$ cat config.mk
export PLATFORM = sky130hd
export DESIGN_NAME = mem_port_arbiter
export DESIGN_NICKNAME = d
export VERILOG_FILES = /design/src/rtl/mem_arb_pkg.sv /design/src/rtl/rr_arb2.sv /design/src/rtl/mem_port_arbiter.sv
export SDC_FILE = /design/constraint.sdc
export NUM_CORES = 1
export LEC_CHECK = 0
export ABC_AREA = 1
export CAP_MARGIN = 5
export CORE_ASPECT_RATIO = 1.1
export CORE_MARGIN = 2
export CORE_UTILIZATION = 30
export DETAILED_ROUTE_END_ITERATION = 7
export GPL_ROUTABILITY_DRIVEN = 0
export GPL_TIMING_DRIVEN = 0
export PLACE_DENSITY_LB_ADDON = 0.2
export SYNTH_ARGS = -nofsm -noshare
export SYNTH_HDL_FRONTEND = slang
export SYNTH_HIERARCHICAL = 1
export SYNTH_SLANG_ARGS = --single-unit
$ cat constraint.sdc
create_clock -name clk_i -period 1.85 [get_ports clk_i]
set_input_delay 0.555 -clock clk_i [delete_from_list [all_inputs] [get_ports clk_i]]
set_output_delay 0.555 -clock clk_i [all_outputs]
set_load 0.01 [all_outputs]
$ cat src/rtl/mem_arb_pkg.sv
// Shared types and constants for the instruction/data memory-port arbiter.
// Optional performance counters in the top level are enabled by MEM_ARB_PERF_EN.
package mem_arb_pkg;

  typedef enum logic {
    ARB_IDLE = 1'b0,
    ARB_BUSY = 1'b1
  } arb_state_e;

  // Encoding doubles as the bit index of each requester in the picker's req vector
  typedef enum logic {
    GNT_INSTR = 1'b0,
    GNT_DATA  = 1'b1
  } grant_e;

  localparam int unsigned MEM_ARB_DEFAULT_TIMEOUT = 64;
  localparam int unsigned PERF_CNT_W              = 32;

  // Saturating increment for the performance counters
  function automatic logic [PERF_CNT_W-1:0] sat_inc(input logic [PERF_CNT_W-1:0] v);
    return (v == '1) ? v : v + PERF_CNT_W'(1);
  endfunction

endpackage

$ cat src/rtl/rr_arb2.sv
// Combinational 2-way round-robin picker: on a tie the requester not granted last wins.
module rr_arb2
  import mem_arb_pkg::*;
(
  input  logic [1:0] req_i,
  input  grant_e     last_i,
  output logic       valid_o,
  output grant_e     grant_o
);

  always_comb begin
    valid_o = |req_i;
    grant_o = GNT_INSTR;
    case (req_i)
      2'b10:   grant_o = GNT_DATA;
      2'b01:   grant_o = GNT_INSTR;
      2'b11:   grant_o = (last_i == GNT_DATA) ? GNT_INSTR : GNT_DATA;
      default: grant_o = GNT_INSTR;
    endcase
  end

endmodule

$ cat src/rtl/mem_port_arbiter.sv
// Shares one memory port between instruction fetch and the data cache with a busy watchdog.
// Define MEM_ARB_PERF_EN to add saturating grant/contention counters.
module mem_port_arbiter
  import mem_arb_pkg::*;
#(
  parameter int unsigned ADDR_WIDTH     = 32,
  parameter int unsigned DATA_WIDTH     = 32,
  parameter int unsigned TIMEOUT_CYCLES = MEM_ARB_DEFAULT_TIMEOUT
) (
  input  logic                  clk_i,
  input  logic                  rst_i,
  input  logic                  d_req_i,
  input  logic                  d_we_i,
  input  logic [ADDR_WIDTH-1:0] d_addr_i,
  input  logic [DATA_WIDTH-1:0] d_wdata_i,
  output logic                  d_ack_o,
  output logic [DATA_WIDTH-1:0] d_rdata_o,
  input  logic                  i_req_i,
  input  logic [ADDR_WIDTH-1:0] i_addr_i,
  output logic                  i_ack_o,
  output logic [DATA_WIDTH-1:0] i_rdata_o,
  output logic                  mem_req_o,
  output logic                  mem_we_o,
  output logic [ADDR_WIDTH-1:0] mem_addr_o,
  output logic [DATA_WIDTH-1:0] mem_wdata_o,
  input  logic                  mem_ready_i,
  input  logic [DATA_WIDTH-1:0] mem_rdata_i,
  output logic                  err_o
`ifdef MEM_ARB_PERF_EN
  ,
  output logic [PERF_CNT_W-1:0] d_grant_cnt_o,
  output logic [PERF_CNT_W-1:0] i_grant_cnt_o,
  output logic [PERF_CNT_W-1:0] contention_cnt_o
`endif
);

  localparam bit          WD_EN = (TIMEOUT_CYCLES != 0);
  localparam int unsigned WD_W  = WD_EN ? $clog2(TIMEOUT_CYCLES + 1) : 1;
  localparam logic [WD_W-1:0] WD_LAST = WD_W'(TIMEOUT_CYCLES - 1);

  typedef struct packed {
    logic                  we;
    logic [ADDR_WIDTH-1:0] addr;
    logic [DATA_WIDTH-1:0] wdata;
  } mem_cmd_t;

  arb_state_e            state_q, state_d;
  grant_e                last_q, last_d;
  grant_e                owner_q, owner_d;
  mem_cmd_t              cmd_q, cmd_d;
  logic                  mem_req_q, mem_req_d;
  logic                  d_ack_q, d_ack_d;
  logic                  i_ack_q, i_ack_d;
  logic                  err_q, err_d;
  logic [DATA_WIDTH-1:0] d_rdata_q, d_rdata_d;
  logic [DATA_WIDTH-1:0] i_rdata_q, i_rdata_d;
  logic [WD_W-1:0]       wd_q, wd_d;

`ifdef MEM_ARB_PERF_EN
  logic [PERF_CNT_W-1:0] d_cnt_q, d_cnt_d;
  logic [PERF_CNT_W-1:0] i_cnt_q, i_cnt_d;
  logic [PERF_CNT_W-1:0] cont_cnt_q, cont_cnt_d;
`endif

  logic [1:0] req_m;
  logic       gnt_valid;
  grant_e     gnt_sel;

  // A requester is invisible during its own ack cycle so a held req is not served twice
  assign req_m = {d_req_i & ~d_ack_q, i_req_i & ~i_ack_q};

  rr_arb2 u_rr_arb2 (
    .req_i   (req_m),
    .last_i  (last_q),
    .valid_o (gnt_valid),
    .grant_o (gnt_sel)
  );

  always_comb begin
    state_d   = state_q;
    last_d    = last_q;
    owner_d   = owner_q;
    cmd_d     = cmd_q;
    mem_req_d = mem_req_q;
    d_ack_d   = 1'b0;
    i_ack_d   = 1'b0;
    err_d     = 1'b0;
    d_rdata_d = d_rdata_q;
    i_rdata_d = i_rdata_q;
    wd_d      = wd_q;
`ifdef MEM_ARB_PERF_EN
    d_cnt_d    = d_cnt_q;
    i_cnt_d    = i_cnt_q;
    cont_cnt_d = cont_cnt_q;
`endif

    case (state_q)
      ARB_IDLE: begin
        if (gnt_valid) begin
          owner_d   = gnt_sel;
          mem_req_d = 1'b1;
          wd_d      = '0;
          state_d   = ARB_BUSY;
          if (gnt_sel == GNT_DATA) begin
            cmd_d.we    = d_we_i;
            cmd_d.addr  = d_addr_i;
            cmd_d.wdata = d_wdata_i;
          end else begin
            cmd_d.we    = 1'b0;
            cmd_d.addr  = i_addr_i;
            cmd_d.wdata = '0;
          end
        end
`ifdef MEM_ARB_PERF_EN
        if (&req_m) cont_cnt_d = sat_inc(cont_cnt_q);
`endif
      end

      ARB_BUSY: begin
        if (mem_ready_i) begin
          mem_req_d = 1'b0;
          last_d    = owner_q;
          state_d   = ARB_IDLE;
          if (owner_q == GNT_DATA) begin
            d_ack_d   = 1'b1;
            d_rdata_d = mem_rdata_i;
`ifdef MEM_ARB_PERF_EN
            d_cnt_d   = sat_inc(d_cnt_q);
`endif
          end else begin
            i_ack_d   = 1'b1;
            i_rdata_d = mem_rdata_i;
`ifdef MEM_ARB_PERF_EN
            i_cnt_d   = sat_inc(i_cnt_q);
`endif
          end
        end else if (WD_EN && (wd_q == WD_LAST)) begin
          // Watchdog abort: ack with error, leave the requester's rdata untouched
          mem_req_d = 1'b0;
          last_d    = owner_q;
          state_d   = ARB_IDLE;
          err_d     = 1'b1;
          if (owner_q == GNT_DATA) d_ack_d = 1'b1;
          else                     i_ack_d = 1'b1;
        end else if (WD_EN) begin
          wd_d = wd_q + WD_W'(1);
        end
      end

      default: state_d = ARB_IDLE;
    endcase
  end

  always_ff @(posedge clk_i) begin
    if (rst_i) begin
      state_q   <= ARB_IDLE;
      last_q    <= GNT_INSTR;
      owner_q   <= GNT_INSTR;
      cmd_q     <= '0;
      mem_req_q <= 1'b0;
      d_ack_q   <= 1'b0;
      i_ack_q   <= 1'b0;
      err_q     <= 1'b0;
      d_rdata_q <= '0;
      i_rdata_q <= '0;
      wd_q      <= '0;
    end else begin
      state_q   <= state_d;
      last_q    <= last_d;
      owner_q   <= owner_d;
      cmd_q     <= cmd_d;
      mem_req_q <= mem_req_d;
      d_ack_q   <= d_ack_d;
      i_ack_q   <= i_ack_d;
      err_q     <= err_d;
      d_rdata_q <= d_rdata_d;
      i_rdata_q <= i_rdata_d;
      wd_q      <= wd_d;
    end
  end

`ifdef MEM_ARB_PERF_EN
  always_ff @(posedge clk_i) begin
    if (rst_i) begin
      d_cnt_q    <= '0;
      i_cnt_q    <= '0;
      cont_cnt_q <= '0;
    end else begin
      d_cnt_q    <= d_cnt_d;
      i_cnt_q    <= i_cnt_d;
      cont_cnt_q <= cont_cnt_d;
    end
  end

  assign d_grant_cnt_o    = d_cnt_q;
  assign i_grant_cnt_o    = i_cnt_q;
  assign contention_cnt_o = cont_cnt_q;
`endif

  assign mem_req_o   = mem_req_q;
  assign mem_we_o    = cmd_q.we;
  assign mem_addr_o  = cmd_q.addr;
  assign mem_wdata_o = cmd_q.wdata;
  assign d_ack_o     = d_ack_q;
  assign i_ack_o     = i_ack_q;
  assign err_o       = err_q;
  assign d_rdata_o   = d_rdata_q;
  assign i_rdata_o   = i_rdata_q;

endmodule

==> qor.csv <==
stage;metric;value;unit
timing;rsz0062_at_grt;true;
timing;slew_headroom;0.6236;
yosys;ys_warn_count;6;
outcome;status;finished clean;
power;peakVddDrop;0.6086;mV
timing;tightest_slew;0.5645;ns
yosys;ys_ff_latch;143;
global_route;grt_antenna_before_repair;1;
cells_and_area;synthToLayoutAreaGrowth;67.27;%
detailed_routing;num_vias;5659;
clocking;ctsHoldBuffers;0;
place;post-place-ws;-0.7034;ns
die;core;0.01761;sq mm
timing;hold_violations;0;
critical_path;startpoint_type;input pin;
cells_and_area;stdcell_count;1236;
yosys;synth_xor_area_frac;0;
yosys;ys_types;26;
yosys;synth_area;0.005360;sq mm
power;power.density;904.7;mW/mm^2
clocking;insertion_delay;0.42;ns
cells_and_area;final_nets;1120;
die;row_count;51;
place;place_area;0.008320;sq mm
yosys;ys_seq_area_frac;0.5341;
timing;fin_crit_sh;0.9336;
die;die_w;131.4;microns
yosys;synth.most_common_cell;nand2_1;
timing;finalCriticalPeriod;1.727;ns
yosys;synth_compound_area_frac;0.1949;
detailed_routing;dr.pass1.iters;4;
cells_and_area;nFillCells;1775;
yosys;yosysTopAreaCellShare;0.5341;
yosys;synth_common_cells;nand2_1, dfxtp_1, a21oi_1;
timing;timing.fmax;579.0;MHz
yosys;synthAdderAreaFrac;0.002334;
cells_and_area;drive_above_1_share;0.08417;
critical_path;arrival;2.07;ns
clocking;root_buffer;clkbuf_16;
clocking;cts_sinks;143;
global_route;grtUsageTotal;0.1917;
yosys;synth_area_per_cell;7.712;sq um
critical_path;path_cells;clkdlybuf4s50_1, inv_1, nor2_2, or2_1, nand2_2, buf_8, nor2_8, buf_6, nand2_1, a21oi_1;
detailed_routing;via_per_inst;4.578;
timing;worst_slack;0.1228;ns
flow_run;drv_cap;0;
yosys;synthTopCellsByArea;dfxtp_1, a21oi_1, nand2_1;
yosys;muxShareOfSynthArea;0;
global_route;grt_pass1_vias;5339;
clocking;htree_levels;4;
cells_and_area;n_antenna_cell;0;
die;die_area;0.01895;sq mm
place;dp_hpwl;13.71;mm
detailed_routing;wl;18.82;mm
critical_path;critPathMaxStageDelay;0.46;ns
clocking;cts.clk_slew.worst_paths;0.06;ns
yosys;synth-simple-area-share;0.2155;
critical_path;cpMaxStageDelayCell;clkdlybuf4s50_1;
critical_path;end_kind;flop;
power;p_leak;4.174;nW
die;io_pins;267;
place;dpl.cell_count;1199;
yosys;yosysTopAreaCell;dfxtp_1;
timing;slew_violations;0;
detailed_routing;drc;0;
critical_path;worstSetupPathType;in2reg;
timing;fin_hold_ws;0.4574;ns
global_route;grt_max_degree;17;
clocking;cts_tree;done;
worst_hold_path;hold_path.class;reg2reg;
critical_path;crit_required;2.19;ns
yosys;async_reset_ff_frac;0;
detailed_routing;antenna_left;0;
detailed_routing;drt_iter0_markers;212;
cells_and_area;final_area;0.008966;sq mm
yosys;synth_top_family_by_area;simple AND/OR/NAND/NOR gates;
place;portBuffers;266;
yosys;syn_nets;830;
critical_path;cp_max_fo;11;
die;start_util;0.3043;
timing;setup_viol;0;
global_route;overflow;0;
yosys;synthFlopType;dfxtp_1;
clocking;cts_buffer_depth;2;
timing;finalClockSkew;0.01043;ns
yosys;synth_edf_count;0;
cells_and_area;fin_util;0.5091;
die;dieHeight;144.2;microns
yosys;netlist_instances;695;
detailed_routing;wl_per_cell;15.22;microns
global_route;grt_first_pass_wirelength;28.82;mm
clocking;cts_inserted_buffers;17;
==> sequential cells by signal, summed over array words and instances, names as in the netlist <==
| signal | flops |
|---|---|
| d_rdata_o | 32 |
| i_rdata_o | 32 |
| mem_addr_o | 32 |
| mem_wdata_o | 32 |
| wd_q | 7 |
| d_ack_o | 1 |
| err_o | 1 |
| i_ack_o | 1 |
| last_q | 1 |
| mem_req_o | 1 |
| mem_we_o | 1 |
| owner_q | 1 |
| state_q | 1 |
==> logic make-up (layout without fill, tap and decap cells) <==
kind of cell,count (synthesis),in the layout
simple gates,279,280
fa+ha+maj,1,1
flops,143,143
compound gates,206,206
buf+inv,66,368
==> metal layers <==
layer  up-vias  wire (microns)  GRT usage  part of all wire
li1       2891               -          -                 -
met1      2553            8253     0.2288              0.44
met2       195            8744     0.3188              0.46
met3        20            1548    0.07501             0.082
met4         0             271    0.06121             0.014
met5         -               0          0                 0
==> cell usage in the layout (no fill, tap or decap), types with 17 or more instances in the layout <==
master	instances
nand3_1	42
dlygate4sd2_1	115
clkdlybuf4s50_1	133
dlymetal6s2s_1	18
clkbuf_16	17
clkbuf_1	19
nor2_1	78
nand2_1	145
dfxtp_1	143
o21ai_0	63
a21oi_1	132
==> per-stage QoR <==
stage / total power, W / TNS (ns)
5_1_grt: 0.008471 / -0.2423
6_report: 0.008112 / 0
4_1_cts: 0.008166 / 0
3_5_place_dp: 0.004796 / -65.44
3_3_place_gp: 0.004791 / -63.34
2_1_floorplan: 0.003966 / 0
==> path summary, 6_finish.rpt <==
path / start / end / slack [ns] / depth (start not counted)
setup reg to reg: wd_q[0] / last_q / 0.28 / 8
setup / recovery: i_req_i / mem_wdata_o[21] / 0.12 / 10
hold / removal: d_rdata_o[6] / d_rdata_o[6] / 0.46 / 2
hold reg to reg: d_rdata_o[6] / d_rdata_o[6] / 0.46 / 2
==> cell type report <==
class                      instances  area (sq um)  area share
sequential                       143          2863      0.3193
clock buffer                      26         529.3     0.05903
timing repair buffer             270          2605      0.2905
tap                              238         297.8     0.03321
buffer                            52         299.0     0.03335
inverter                          14         55.05    0.006140
clock inverter                     6         71.32    0.007954
multi-input combinational        487          2246      0.2505
==> power by group <==
part	switching (W)	internal (W)	total, W
Sequential	0.0000846	0.00327	0.00335
Combinational	0.000668	0.000652	0.00132
Clock	0.00133	0.00211	0.00344
Total	0.00208	0.00603	0.00811
==> critical path, delay by kind of cell <==
family                 cells  cell delay [ns]
AND/OR/NAND/NOR            5             0.56
buffers and inverters      4             0.83
AO/OA/AOI/OAI              1             0.12
==> timing repair <==
item / 4_1_cts / 5_1_grt
endpoints found under the hold margin: 0 / 0
setup endpoints to repair: 188 / 118
gates cloned: 0 / 4
setup buffers: 0 / 1
pin swaps: 0 / 1
resized for setup: 126 / 66
Note: power is estimated with default switching activity, not from simulation.
